**config.mk**
```make
export PLATFORM = sky130hd
export DESIGN_NAME = lcd_char_writer_flat
export DESIGN_NICKNAME = d
export VERILOG_FILES = /design/src/rtl/lcd_char_writer_if.sv /design/src/rtl/lcd_char_writer.sv /design/src/flat_wrapper.sv
export SDC_FILE = /design/constraint.sdc
export NUM_CORES = 1
export LEC_CHECK = 0
export CORE_UTILIZATION = 55
export CTS_CLUSTER_SIZE = 16
export DETAILED_ROUTE_END_ITERATION = 8
export DONT_BUFFER_PORTS = 1
export MAX_ROUTING_LAYER = met4
export PLACE_DENSITY = 0.74
export SETUP_SLACK_MARGIN = 0.4
export SLEW_MARGIN = 30
export SYNTH_ARGS = -nofsm -noshare
export SYNTH_HDL_FRONTEND = slang
export SYNTH_SLANG_ARGS = --single-unit
```
**constraint.sdc**
```tcl
create_clock -name CLK -period 5.2 [get_ports CLK]
set_clock_uncertainty 0.15 [all_clocks]
set_input_delay 1.04 -clock CLK [delete_from_list [all_inputs] [get_ports CLK]]
set_output_delay 1.04 -clock CLK [all_outputs]
set_load 0.1 [all_outputs]
```
**src/rtl/lcd_char_writer_if.sv**
```systemverilog
// lcd_char_writer_if: character stream in, HD44780 4-bit bus and status out
interface lcd_char_writer_if;
  logic [7:0] char;
  logic       valid_i;
  logic       init_done;
  logic       busy;
  logic       LCD_E;
  logic       LCD_RS;
  logic       LCD_RW;
  logic [3:0] LCD_DB;
  modport master (output char, valid_i, input init_done, busy, LCD_E, LCD_RS, LCD_RW, LCD_DB);
  modport slave  (input char, valid_i, output init_done, busy, LCD_E, LCD_RS, LCD_RW, LCD_DB);
endinterface

```
**src/rtl/lcd_char_writer.sv**
```systemverilog
// lcd_char_writer: double-buffered 32-char screen writer driving a 16x2 HD44780 over its 4-bit bus
module lcd_char_writer #(
  parameter int T_PWRON = 750000,
  parameter int T_INIT1 = 205000,
  parameter int T_INIT2 = 5000,
  parameter int T_CMD   = 2000,
  parameter int T_CLR   = 82000,
  parameter int T_E     = 12
) (
  input logic CLK,
  input logic RST,
  lcd_char_writer_if.slave bus
);
  typedef enum logic [2:0] {S_PWRON, S_INIT, S_IDLE, S_ADDR1, S_LINE1, S_ADDR2, S_LINE2} state_t;
  typedef enum logic [1:0] {P_SETUP, P_EHI, P_HOLD, P_WAIT} phase_t;
  localparam logic [7:0] INIT_SEQ [8] = '{8'h03, 8'h03, 8'h03, 8'h02, 8'h28, 8'h06, 8'h0C, 8'h01};
  localparam logic [31:0] TE_N = 32'(T_E - 1);
  state_t      state_q, state_d, next_s;
  phase_t      ph_q, ph_d;
  logic [31:0] cnt_q, cnt_d, wait_n;
  logic [3:0]  step_q, step_d, db_q, db_d, nib;
  logic [4:0]  wr_idx_q, wr_idx_d;
  logic [7:0]  val;
  logic [7:0]  mem_q [2][32];
  logic lo_q, lo_d, e_q, e_d, rs_q, rs_d, busy_q, busy_d, init_done_q, init_done_d;
  logic bank_q, bank_d, pending_q, pending_d;
  logic active, rs_i, is_byte, last, done, swap, burst_end;
  always_comb begin
    active = !(state_q inside {S_PWRON, S_IDLE});
    rs_i = state_q inside {S_LINE1, S_LINE2};
    val = state_q == S_INIT ? INIT_SEQ[step_q[2:0]] :
          state_q == S_ADDR1 ? 8'h80 :
          state_q == S_ADDR2 ? 8'hC0 : mem_q[bank_q][{state_q == S_LINE2, step_q}];
    // the first four init writes are lone nibbles, everything else is a full byte
    is_byte = !(state_q == S_INIT && !step_q[2]);
    nib = (is_byte && !lo_q) ? val[7:4] : val[3:0];
    wait_n = (state_q == S_INIT && step_q == 4'd0) ? 32'(T_INIT1) :
             (state_q == S_INIT && step_q == 4'd1) ? 32'(T_INIT2) :
             (!rs_i && val == 8'h01) ? 32'(T_CLR) : 32'(T_CMD);
    last = state_q == S_INIT ? step_q == 4'd7 : rs_i ? step_q == 4'd15 : 1'b1;
    next_s = state_q == S_ADDR1 ? S_LINE1 : state_q == S_LINE1 ? S_ADDR2 :
             state_q == S_ADDR2 ? S_LINE2 : S_IDLE;
    done = cnt_q == 32'd0;
    burst_end = bus.valid_i && wr_idx_q == 5'd31;
    swap = state_q == S_IDLE && pending_q && init_done_q;
    wr_idx_d = bus.valid_i ? wr_idx_q + 5'd1 : 5'd0;
    pending_d = burst_end || (pending_q && !swap);
    bank_d = bank_q ^ swap;
    state_d = state_q;
    ph_d = ph_q;
    cnt_d = done ? cnt_q : cnt_q - 32'd1;
    step_d = step_q;
    lo_d = lo_q;
    init_done_d = init_done_q;
    if ((state_q == S_PWRON && done) || swap) begin
      state_d = swap ? S_ADDR1 : S_INIT;
      ph_d = P_SETUP;
      cnt_d = TE_N;
      step_d = 4'd0;
      lo_d = 1'b0;
    end else if (active && done) begin
      cnt_d = TE_N;
      case (ph_q)
        P_SETUP: ph_d = P_EHI;
        P_EHI: begin
          ph_d = (is_byte && !lo_q) ? P_SETUP : P_HOLD;
          lo_d = is_byte;
        end
        P_HOLD: begin
          ph_d = P_WAIT;
          cnt_d = wait_n - 32'd1;
        end
        default: begin
          ph_d = P_SETUP;
          lo_d = 1'b0;
          step_d = last ? 4'd0 : step_q + 4'd1;
          state_d = last ? next_s : state_q;
          init_done_d = init_done_q || (last && state_q == S_INIT);
        end
      endcase
    end
    e_d = active && ph_q == P_EHI;
    rs_d = active ? rs_i : rs_q;
    db_d = active ? nib : db_q;
    busy_d = state_d inside {S_ADDR1, S_LINE1, S_ADDR2, S_LINE2};
  end
  always_ff @(posedge CLK) begin
    if (RST) begin
      state_q <= S_PWRON;
      ph_q <= P_SETUP;
      cnt_q <= 32'(T_PWRON - 1);
      step_q <= '0;
      lo_q <= 1'b0;
      e_q <= 1'b0;
      rs_q <= 1'b0;
      db_q <= '0;
      busy_q <= 1'b0;
      init_done_q <= 1'b0;
      bank_q <= 1'b0;
      pending_q <= 1'b0;
      wr_idx_q <= '0;
    end else begin
      state_q <= state_d;
      ph_q <= ph_d;
      cnt_q <= cnt_d;
      step_q <= step_d;
      lo_q <= lo_d;
      e_q <= e_d;
      rs_q <= rs_d;
      db_q <= db_d;
      busy_q <= busy_d;
      init_done_q <= init_done_d;
      bank_q <= bank_d;
      pending_q <= pending_d;
      wr_idx_q <= wr_idx_d;
    end
  end
  always_ff @(posedge CLK) begin
    if (bus.valid_i) mem_q[~bank_q][wr_idx_q] <= bus.char;
  end
  assign bus.LCD_E = e_q;
  assign bus.LCD_RS = rs_q;
  assign bus.LCD_RW = 1'b0;
  assign bus.LCD_DB = db_q;
  assign bus.busy = busy_q;
  assign bus.init_done = init_done_q;
endmodule

```
**src/flat_wrapper.sv**
```systemverilog
// flat-port wrapper written by rule: the top's interface ports become plain ports
module lcd_char_writer_flat 
#(
  parameter int T_PWRON = 750000,
  parameter int T_INIT1 = 205000,
  parameter int T_INIT2 = 5000,
  parameter int T_CMD   = 2000,
  parameter int T_CLR   = 82000,
  parameter int T_E     = 12
)
  (CLK, RST, bus_char, bus_valid_i, bus_init_done, bus_busy, bus_LCD_E, bus_LCD_RS, bus_LCD_RW, bus_LCD_DB);
  lcd_char_writer_if bus_i ();
  input logic CLK;
  input logic RST;
  input wire logic [$bits(bus_i.char)-1:0] bus_char;
  input wire logic [$bits(bus_i.valid_i)-1:0] bus_valid_i;
  output wire logic [$bits(bus_i.init_done)-1:0] bus_init_done;
  output wire logic [$bits(bus_i.busy)-1:0] bus_busy;
  output wire logic [$bits(bus_i.LCD_E)-1:0] bus_LCD_E;
  output wire logic [$bits(bus_i.LCD_RS)-1:0] bus_LCD_RS;
  output wire logic [$bits(bus_i.LCD_RW)-1:0] bus_LCD_RW;
  output wire logic [$bits(bus_i.LCD_DB)-1:0] bus_LCD_DB;
  assign bus_i.char = bus_char;
  assign bus_i.valid_i = bus_valid_i;
  assign bus_init_done = bus_i.init_done;
  assign bus_busy = bus_i.busy;
  assign bus_LCD_E = bus_i.LCD_E;
  assign bus_LCD_RS = bus_i.LCD_RS;
  assign bus_LCD_RW = bus_i.LCD_RW;
  assign bus_LCD_DB = bus_i.LCD_DB;
  lcd_char_writer #(.T_PWRON(T_PWRON), .T_INIT1(T_INIT1), .T_INIT2(T_INIT2), .T_CMD(T_CMD), .T_CLR(T_CLR), .T_E(T_E)) u_core (.CLK(CLK), .RST(RST), .bus(bus_i));
endmodule
```
==> run summary <==
CTS Buf Count -> 55
Hold crit path type -> reg2reg
Number of H-tree levels -> 2
Routability congestion estimate -> 0.9096
CP max-delay cell -> dfxtp_4
P_sw -> 1.731 mW
Worst setup margin -> 1.259 ns
DRC errors left -> 3
Synth cell types -> 72
Synth Instances -> 1323
Clock root buffer -> clkbuf_16
Starting density of the core -> 0.5622
Syn Area/Cell -> 17.47 sq um
CTS tree -> yes
Fin Hold WS -> 0.3355 ns
Vias in the first global route -> 12.14k
Power, Total -> 8.861 mW
Min Tclk post-route -> 3.941 ns
Via/cell ratio -> 6.532
Clock Pin Slew Worst Setup and Hold Paths -> 0.07 ns
Pre-CTS WS -> 1.385 ns
Failing checks -> DRC
Switching part of the total -> 0.1954
Core area -> 0.04111 sq mm
Post-Route WL -> 52570 um
Number of cell rows -> 74
Largest net degree at the start of global routing -> 65
Worst Path Max Fanout -> 34
First DRT Iteration DRCs -> 1419
Synth Net Count -> 1344
Flop pwr share -> 0.563
Final global-route overflow total -> 0
Final ANT Viol Nets -> 0
Total track usage -> 0.2612
Post-CTS sizing -> 0
Fin crit share -> 0.7579
RSZ-0062 raised after global routing -> no
Yosys warns -> 0
Clock Power Share -> 0.434
Pint -> 7.130 mW
Critical path buffers and inverters -> 1
Max VDD drop -> 0.3588 mV
Arr. time, crit path -> 4.27 ns
Seq cells post-synth -> 569
Comb pwr share -> 0.003
Outcome -> finished with violations
Io pins -> 20
DRT Pass-1 Iters -> 7
Clock Latency Late Sink -> 0.62 ns
Slew Limit Fails -> 0
Post-synth EDFFs -> 512
Synthesized area -> 0.02311 sq mm
Port bufs -> 0
Wirelength per Cell -> 27.65 um
Main synth FF type -> edfxtp_1
Hold Fails Final Rpt -> 0
Setup violations, final -> 0
Setup crit start kind -> flop
Required @ worst endpoint -> 5.53 ns
Die area -> 0.04284 sq mm
Fillers -> 2906
Async S/R FF share, synth -> 0
Dpl hpwl -> 32550 um
Layout cell share with drive strength beyond 1 -> 0.1753
Antenna diodes -> 0
First-pass GRT wire length -> 77800 um
Yosys top cell by area -> edfxtp_1
Leakage power -> 7.775 nW
Total Nets Final -> 1346
Slowest stage delay, CP -> 0.82 ns
Initial antenna violation count -> 0
Synth top area share -> 0.6652
Die Width -> 207.0 um
Height of the die -> 207.0 um
Crit path cell chain -> buf_12, mux4_2, a2bb2oi_1, a221oi_1, a2111oi_0, o21ai_1, a211oi_2, nand4b_4, a221o_1
Slew @ Worst Pin -> 1.003 ns
Maxcap violations -> 0
Clock Path Buffers -> 3
Area growth, synth to finish -> 9.165%
Hold_buf cts -> 0
Power per standard cell area -> 351.2 mW/mm^2
Top achievable clock speed -> 253.7 MHz
Setup TNS -> 0 ns
Worst slew margin -> 0.3291
Largest delay share family, worst path -> compound AO/OA/AOI/OAI gates
Via Count -> 12.42k
Worst setup EP type -> flop
Sequential fraction of the synthesis area -> 0.7146
Postcts setup bufs -> 0
Synth top area cells -> edfxtp_1 67%, mux4_2 11%, dfxtp_1 4.9%
Critical path class -> reg2reg
CTS Sinks -> 569
-- cells in the mapped netlist (11+ instances only) --
cell / count
edfxtp_1: 512
nor2_1: 126
mux4_2: 116
nand2_1: 65
dfxtp_1: 57
mux2i_1: 39
nand3_1: 35
clkbuf_1: 33
a21oi_1: 30
a22oi_1: 27
nor3_1: 21
xnor2_1: 16
buf_2: 13
xor2_1: 13
o21ai_0: 12
inv_1: 11
-- cells in the final DEF, fill, tap and decap left out, types with 4 or more instances in the layout --
cell       Yosys  routed
edfxtp_1     512     512
nor2_1       126     123
mux4_2       116     116
nand2_1       65      65
clkbuf_16      0      55
dfxtp_1       57      53
mux2i_1       39      39
nand3_1       35      35
a21oi_1       30      30
a22oi_1       27      27
nor3_1        21      21
clkinv_1       1      17
xnor2_1       16      16
buf_4          8      14
xor2_1        13      13
o21ai_0       12      12
inv_1         11      11
a31oi_1       10      10
ha_1          10      10
clkinv_2       0      10
nor4_1         8       8
nor2b_1        8       7
and3_1         7       7
nand4_1        7       7
clkbuf_1      33       7
o21ai_1        6       6
a211oi_1       6       6
nand3b_1       5       5
or3_1          5       5
or4_1          5       5
nor3_2         5       5
a221o_1        5       5
a311oi_1       5       5
nand2b_1       4       4
and2_1         4       4
mux2_2         4       4
mux4_1         4       4
a21o_1         4       4
bufinv_16      0       4
-- metrics by stage --
| step | utilization | instance area (sq um) | std cells |
|---|---|---|---|
| floorplan | - | 23110 | 1323 |
| CTS | 0.6136 | 25230 | 1901 |
| finish | 0.6137 | 25230 | 1901 |
| global route | 0.6137 | 25230 | 1901 |
| detailed placement | 0.5721 | 23520 | 1800 |
| global placement | 0.5719 | 23510 | 1800 |
-- flip-flops by register name (all words and copies together), names as in the netlist --
name	count
u_core.mem_q	512
u_core.ph_q	2
u_core.cnt_q	32
u_core.bus.LCD_DB	4
u_core.bus.busy	1
u_core.step_q	4
u_core.pending_q	1
u_core.state_q	3
u_core.bus.init_done	1
u_core.bus.LCD_E	1
u_core.wr_idx_q	5
u_core.bus.LCD_RS	1
u_core.bank_q	1
u_core.lo_q	1
-- worst register-to-register path, stage by stage, from the launching register on --
cell,delay [ns]
dfxtp_4,0.82
buf_12,0.37
mux4_2,0.28
a2bb2oi_1,0.26
a221oi_1,0.17
a2111oi_0,0.71
o21ai_1,0.23
a211oi_2,0.26
nand4b_4,0.20
a221o_1,0.36
-- routing by layer --
metal / routed length, um / track usage / up-vias
met5: 0 / - / -
met4: 1945 / 0.09046 / 0
met3: 4591 / 0.05981 / 120
met2: 25360 / 0.4031 / 632
met1: 20680 / 0.3441 / 6367
li1: - / - / 5298
-- power by group through the flow --
stage	sequential, mW	combinational, mW	clock [mW]
6_report	4.99	0.0305	3.84
5_1_grt	4.99	0.0330	4.03
4_1_cts	4.99	0.0301	3.87
3_5_place_dp	5.09	0.0298	0
3_3_place_gp	5.09	0.0289	0
2_1_floorplan	5.09	0.0246	0
-- logic make-up after synthesis --
group	after synthesis	synth area share
buffers and inverters	85	0.02117
DFF	569	0.7146
other	1	0.0001623
AOI/OAI and AO/OA	141	0.04261
muxes	163	0.1364
xor gates and xnor gates	29	0.01099
and+or+nand+nor	325	0.06864
adders and majority gates	10	0.005414
-- worst paths after layout --
kind | endpoint | cells past startpoint | from | slack, ns
worst max-delay path | u_core.cnt_q[8] | 9 | u_core.bank_q | 1.26
worst min-delay path | u_core.cnt_q[17] | 1 | u_core.cnt_q[17] | 0.34
worst max register to register | u_core.cnt_q[8] | 9 | u_core.bank_q | 1.26
worst min register to register | u_core.cnt_q[17] | 1 | u_core.cnt_q[17] | 0.34
-- area by class of cell --
cell class	count	area, sq um	share of cell area
clock buffers	62	1403	0.05559
flip-flops and latches	569	16530	0.6550
multi-input cells	669	6117	0.2425
repair buffers	17	165.2	0.006546
inverters	13	48.80	0.001934
well taps	532	665.6	0.02638
clock inverters	39	305.3	0.01210
(Power assumes the default switching activity.)
